### config.mk
export PLATFORM = sky130hd
export DESIGN_NAME = cs_chk_errcnt
export DESIGN_NICKNAME = d
export VERILOG_FILES = /design/src/rtl/cs_chk_pkg.sv /design/src/rtl/cs_chk_errcnt.sv
export SDC_FILE = /design/constraint.sdc
export NUM_CORES = 1
export LEC_CHECK = 0
export ABC_AREA = 1
export CAP_MARGIN = 15
export CORE_UTILIZATION = 43
export CTS_CLUSTER_SIZE = 25
export DETAILED_ROUTE_END_ITERATION = 16
export PLACE_DENSITY = 0.81
export SETUP_SLACK_MARGIN = 0.2
export SLEW_MARGIN = 20
export SYNTH_ARGS = -nofsm -noshare
export SYNTH_HDL_FRONTEND = slang
export SYNTH_SLANG_ARGS = --single-unit
### constraint.sdc
create_clock -name clk -period 2 [get_ports clk]
set_input_delay 0.6 -clock clk [delete_from_list [all_inputs] [get_ports clk]]
set_output_delay 0.6 -clock clk [all_outputs]
set_load 0.005 [all_outputs]
### src/rtl/cs_chk_pkg.sv
// rtl/cs_chk_pkg.sv - shared state type and default widths for cs_stream_checker
package cs_chk_pkg;

  typedef enum logic [1:0] {IDLE, DUT_RST, STREAM, DONE} cs_chk_state_e;

  localparam int DEF_X_W = 8;
  localparam int DEF_Y_W = 10;
  localparam int DEF_AW  = 15;
  localparam int DEF_LAT = 9;

endpackage

### src/rtl/cs_chk_errcnt.sv
// rtl/cs_chk_errcnt.sv - saturating mismatch counter with first-error capture
// CS_CHK_CAPTURE_EN adds latching of the first mismatching dut_y and golden value.
module cs_chk_errcnt
  import cs_chk_pkg::*;
#(
  parameter int Y_W   = DEF_Y_W,
  parameter int AW    = DEF_AW,
  parameter int ERR_W = 16
) (
  input  logic             clk,
  input  logic             reset,
  input  logic             clr,
  input  logic             chk,
  input  logic [AW-1:0]    idx,
  input  logic [Y_W-1:0]   act_y,
  input  logic [Y_W-1:0]   exp_y,
  output logic [ERR_W-1:0] err_cnt,
  output logic             first_err_valid,
  output logic [AW-1:0]    first_err_idx,
  output logic [Y_W-1:0]   first_err_y,
  output logic [Y_W-1:0]   first_err_exp
);

  localparam logic [ERR_W-1:0] ERR_ONE = ERR_W'(1);

  logic hit;
  logic first_hit;

  // Case inequality so an X/Z from the macro under test is never silently accepted.
  assign hit       = chk && (act_y !== exp_y);
  assign first_hit = hit && !first_err_valid;

  always_ff @(posedge clk or negedge reset) begin
    if (!reset) begin
      err_cnt         <= '0;
      first_err_valid <= 1'b0;
      first_err_idx   <= '0;
    end else if (clr) begin
      err_cnt         <= '0;
      first_err_valid <= 1'b0;
      first_err_idx   <= '0;
    end else if (hit) begin
      if (err_cnt != '1) err_cnt <= err_cnt + ERR_ONE;
      if (first_hit) begin
        first_err_valid <= 1'b1;
        first_err_idx   <= idx;
      end
    end
  end

`ifdef CS_CHK_CAPTURE_EN
  logic [Y_W-1:0] cap_y;
  logic [Y_W-1:0] cap_exp;

  always_ff @(posedge clk or negedge reset) begin
    if (!reset) begin
      cap_y   <= '0;
      cap_exp <= '0;
    end else if (clr) begin
      cap_y   <= '0;
      cap_exp <= '0;
    end else if (first_hit) begin
      cap_y   <= act_y;
      cap_exp <= exp_y;
    end
  end

  assign first_err_y   = cap_y;
  assign first_err_exp = cap_exp;
`else
  assign first_err_y   = '0;
  assign first_err_exp = '0;
`endif

endmodule

# Yosys cells after proc, flatten, opt, wreduce, memory -nomap -nowiden
# Cells that the tools add are included.
op_classes:
  magnitude_cmp: 0
  add_sub_neg: 1
  bitwise_logic: 0
  multipliers: 0
  n_reduce_logical: 8
  div_mod_pow: 0
  n_eq_ne: 2
  muxes: 9
  shift: 0
ops:
  columns: ["operator", "n"]
  rows:
  - ["$mux W16", 3]
  - ["$mux W15", 3]
  - ["$add A16 B1 Y16 const B", 1]
  - ["$ne A16 B16 Y1 const B", 1]
  - ["$nex A10 B10 Y1", 1]
  - ["$reduce_bool A2 Y1", 3]
  - ["$reduce_and A2 Y1", 2]
  - ["$mux W1", 3]
  - ["$logic_and A1 B1 Y1", 2]
  - ["$logic_not A1 Y1", 1]
word_totals:
  inputBits: 39
  out_inout_bits: 52
  ramBits: 0
  mem_count: 0
  romBits: 0
  latchBits: 0
  register_bits: 32

# Longest topological paths before layout
depth:
  ltp_word: 6
  mapped_depth: 11
  mapped_depth_nobuf: 10

# Worst setup path before layout
# Ideal clock, no wire load.
synth_path:
  path_type: "input-to-reg"
  from: "in exp_y[5]"
  to: "reg err_cnt[12]"
  setup_ns: 0.117
  stages: 8
  t_required_ns: 1.883
  arrival_ns: 1.523
  setup_slack_ns: 0.360
  path_cell_list: "or2_1 > a21oi_1 > nand3_1 > nand3_2 > nand2_4 > buf_6 > nand2_1 > nand2_1"
synth_via:
  elab_chain_cells: 4
synth_lines:
  columns: ["element", "line_no", "source"]
  rows:
  - ["start: declaration", "cs_chk_errcnt.sv:16", "input logic [Y_W-1:0] exp_y,"]
  - ["$nex A10 B10 Y1", "cs_chk_errcnt.sv:30", "assign hit = chk && (act_y !== exp_y);"]
  - ["$logic_and A1 B1 Y1", "cs_chk_errcnt.sv:30", null]
  - ["$reduce_bool A2 Y1 (no source line)", null, null]
  - ["$reduce_and A2 Y1 (no source line)", null, null]
  - ["end signal: assignment", "cs_chk_errcnt.sv:43", "if (err_cnt != '1) err_cnt <= err_cnt + ERR_ONE;"]
  - ["end: declaration", "cs_chk_errcnt.sv:17", "output logic [ERR_W-1:0] err_cnt,"]
# No other way between the ends.
# A chain may end at the register's enable or synchronous reset.

# Worst setup path in the final report
layout_path:
  from: "reg err_cnt[0]"
  to: "reg err_cnt[4]"
layout_via:
  elab_chain_cells: 4
layout_lines:
  columns: ["element", "line_no", "source"]
  rows:
  - ["$add A16 B1 Y16", "cs_chk_errcnt.sv:43", null]
  - ["$mux W16", "cs_chk_errcnt.sv:43", null]
  - ["$mux W16", "cs_chk_errcnt.sv:42", "end else if (hit) begin"]
  - ["$mux W16", "cs_chk_errcnt.sv:38", "end else if (clr) begin"]
# Parallel ways exist; a longest one is shown, timed or not. The select of a mux whose other input is x is not followed.

==> summary.txt <==
GRT
  • Largest net degree at the start of global routing: 34
  • First-pass GRT wire length: 8.493 mm
  • Aggregate global routing overflow: 0
  • Tot GR Track Use: 20.77%
  • Vias in the first global route: 1940
  • Initial antenna violation count: 0

Yosys
  • Synth Instances: 312
  • Top_reg_cell synth: dfrtp_1
  • Synthesized area per cell: 6.882 sq um
  • Largest cells by area after synthesis: dfrtp_1, nand2_1, nand3_1
  • Synth warnings: 0
  • Cell area after synthesis: 2147 sq um
  • Synth area leader: dfrtp_1
  • Share of Yosys cell area claimed by the top area cell type: 37.30%
  • Seq cells post-synth: 32
  • Ys async rst share: 100.0%
  • Netlist cell types: 24
  • Sequential area share after synthesis: 37.30%
  • Post-synth EDFFs: 0

Floorplan
  • # IOs: 91
  • Initial Util: 45.16%
  • Cell Rows: 25
  • Core region area: 4755 sq um
  • Die area: 5279 sq um
  • Die Y: 72.66 um
  • Die width: 72.66 um

Clocking
  • Cts bufs inserted: 5
  • Reg clk slew, reported paths: 0.07 ns
  • Skew-Pair Late Insertion Delay: 0.29 ns
  • CTS Buffer Depth: 2
  • CTS root buf: clkbuf_8
  • Cts hold-fix bufs: 0
  • H-Tree Depth: 2
  • Clock Sinks: 32
  • CTS tree: done

STA
  • Fmax: 0.5603 GHz
  • RSZ-0062 raised after global routing: false
  • Final worst clock skew: 0.006182 ns
  • Minimum clock period: 1.785 ns
  • Max-slew violation count: 0
  • Final setup TNS: 0 ns
  • Final setup vio count: 0
  • Fin. Hold Viols: 0
  • Period Utilization, post-route: 89.24%

Final layout
  • Register area: 804.5 sq um
  • Commonest non-fill, non-tap cell in the layout: nand2_1
  • Share of cells above drive strength 1: 12.84%
  • Post-Layout Cell Count: 472
  • Footprint of the multi-input gates: 1156 sq um
  • Final core utilization: 69.18%
  • Inserted Diodes: 0
  • Area Growth Syn to Fin: 53.20%
  • Layout net count: 444
  • Final Cell Area: 3289 sq um
  • # fillers: 383
  • Commonest non-fill, non-tap cells in the layout: nand2_1, nor2_1, clkdlybuf4s50_1

Placed design
  • HPWL Detailed: 3.522 mm
  • Cell Area, Placed: 2864 sq um
  • GPL Wtd Cong: 0.9749
  • I/O Buffers: 70
  • Placed insts: 444

Critical path
  • Reg2reg end: err_cnt[4]$_DFFE_PN0P_
  • R2R depth: 9
  • Worst setup SP type: flip-flop
  • Req. time, crit path: 2.17 ns
  • RR Startpoint: err_cnt[0]$_DFFE_PN0P_
  • Register-to-Register Setup Slack: 0.22 ns
  • Critical path arrival: 1.95 ns
  • Crit path max fanout: 7
  • CP Class: reg -> reg
  • Crit. End Element: flip-flop

Flow run
  • Total of max-cap violations: 0

Detailed routing
  • Routed WL per cell: 11.85 um
  • Vias/cell: 4.633
  • DR vias: 2187
  • Drt drc: 0
  • Post-DRT Antenna Nets: 0
  • First drt pass iteration count: 4
  • Wirelength, routed: 5.594 mm
  • Initial DRC count: 115

Pwr
  • Power per cell area: 489.3 nW/um^2
  • Total Power: 1610 uW
  • Peak supply drop: 274.3 uV
  • Leak pwr: 0.001863 uW

Worst hold path
  • Hold Path Stages: 2
  • Hold path startpoint: first_err_idx[10]$_DFFE_PN0P_
  • WHS Endpoint: first_err_idx[10]$_DFFE_PN0P_
  • Worst hold path class: reg -> reg

Outcome
  • Status: completed
sequential cells by signal (all words and copies together) (netlist names):
name             flops
first_err_valid      1
first_err_idx       15
err_cnt             16
what timing repair did:
action / 4_1_cts / 5_1_grt
resized for setup: 3 / 41
endpoints found under the setup margin: 16 / 40
pin swaps: 0 / 22
setup buffers: 15 / 3
cloned: 0 / 2
cell families (layout without fill, tap and decap cells):
| group | Yosys count | in the layout | synth area share, % |
|---|---|---|---|
| AOI/OAI and AO/OA | 3 | 3 | 0.8160 |
| xor gates and xnor gates | 15 | 15 | 6.119 |
| adders and majority gates | 1 | 1 | 0.5827 |
| buffers and inverters | 63 | 136 | 15.68 |
| DFF | 32 | 32 | 37.30 |
| other | 1 | 20 | 0.1747 |
| and+or+nand+nor | 197 | 198 | 39.34 |
critical path, cell delays in order, from the launching register on:
cell and delay (ns):
dfrtp_2 0.43, buf_12 0.14, ha_1 0.22, nand2_2 0.10
nor2_4 0.05, nand4_1 0.15, nand3_4 0.21, clkbuf_16 0.22
nand3_1 0.07, nand2_1 0.08
cells in the mapped netlist, types with 3 or more instances:
master	number
nand4_1	3
xnor2_1	6
dfrtp_1	32
inv_1	31
nor2_1	46
buf_4	22
clkbuf_1	5
nand2_1	101
xor2_1	9
nand3_1	37
worst max-delay path by stage:
stage / start / end / slack, ns / cells after the start
2_1_floorplan: exp_y[5] / err_cnt[12]$_DFFE_PN0P_ / 0.36 / 8
3_3_place_gp: exp_y[5] / first_err_idx[1]$_DFFE_PN0P_ / -0.04 / 8
3_5_place_dp: exp_y[5] / first_err_idx[11]$_DFFE_PN0P_ / -0.08 / 8
4_1_cts: err_cnt[0]$_DFFE_PN0P_ / err_cnt[0] / 0.14 / 1
5_1_grt: err_cnt[0]$_DFFE_PN0P_ / err_cnt[4]$_DFFE_PN0P_ / 0.16 / 9
6_report: err_cnt[0]$_DFFE_PN0P_ / err_cnt[4]$_DFFE_PN0P_ / 0.22 / 9
area by class of cell:
class | instances | share of cell area, %
tap | 67 | 2.549
clock inverter | 2 | 0.4564
multi-input combinational | 237 | 35.15
sequential | 32 | 24.46
inverter | 32 | 3.652
clock buffer | 6 | 2.510
timing repair buffer | 96 | 31.23
through the flow:
step / hold WS [ns] / setup slack, ns
floorplan: 0.3044 / 0.3601
CTS: 0.5205 / 0.1430
finish: 0.5185 / 0.2151
global route: 0.5419 / 0.1609
global placement: 0.4982 / -0.04374
detailed placement: 0.4989 / -0.08050
where the power goes:
| part | total, uW | internal [uW] | switching [uW] | leakage [uW] |
|---|---|---|---|---|
| clock | 533 | 278 | 255 | 0.0000434 |
| combinational | 372 | 201 | 171 | 0.00140 |
| sequential | 704 | 682 | 22.3 | 0.000424 |
layer usage:
metal  vias to the layer above  GRT usage, %  part of all wire [%]  wire, um
met5                         -             0                     0         0
met4                         0         6.754                   2.0       111
met1                       977         24.76                    41      2312
met2                        96         36.24                    50      2822
met3                        15         5.663                   6.2       347
li1                       1099             -                     -         -
(Power assumes the default switching activity.)
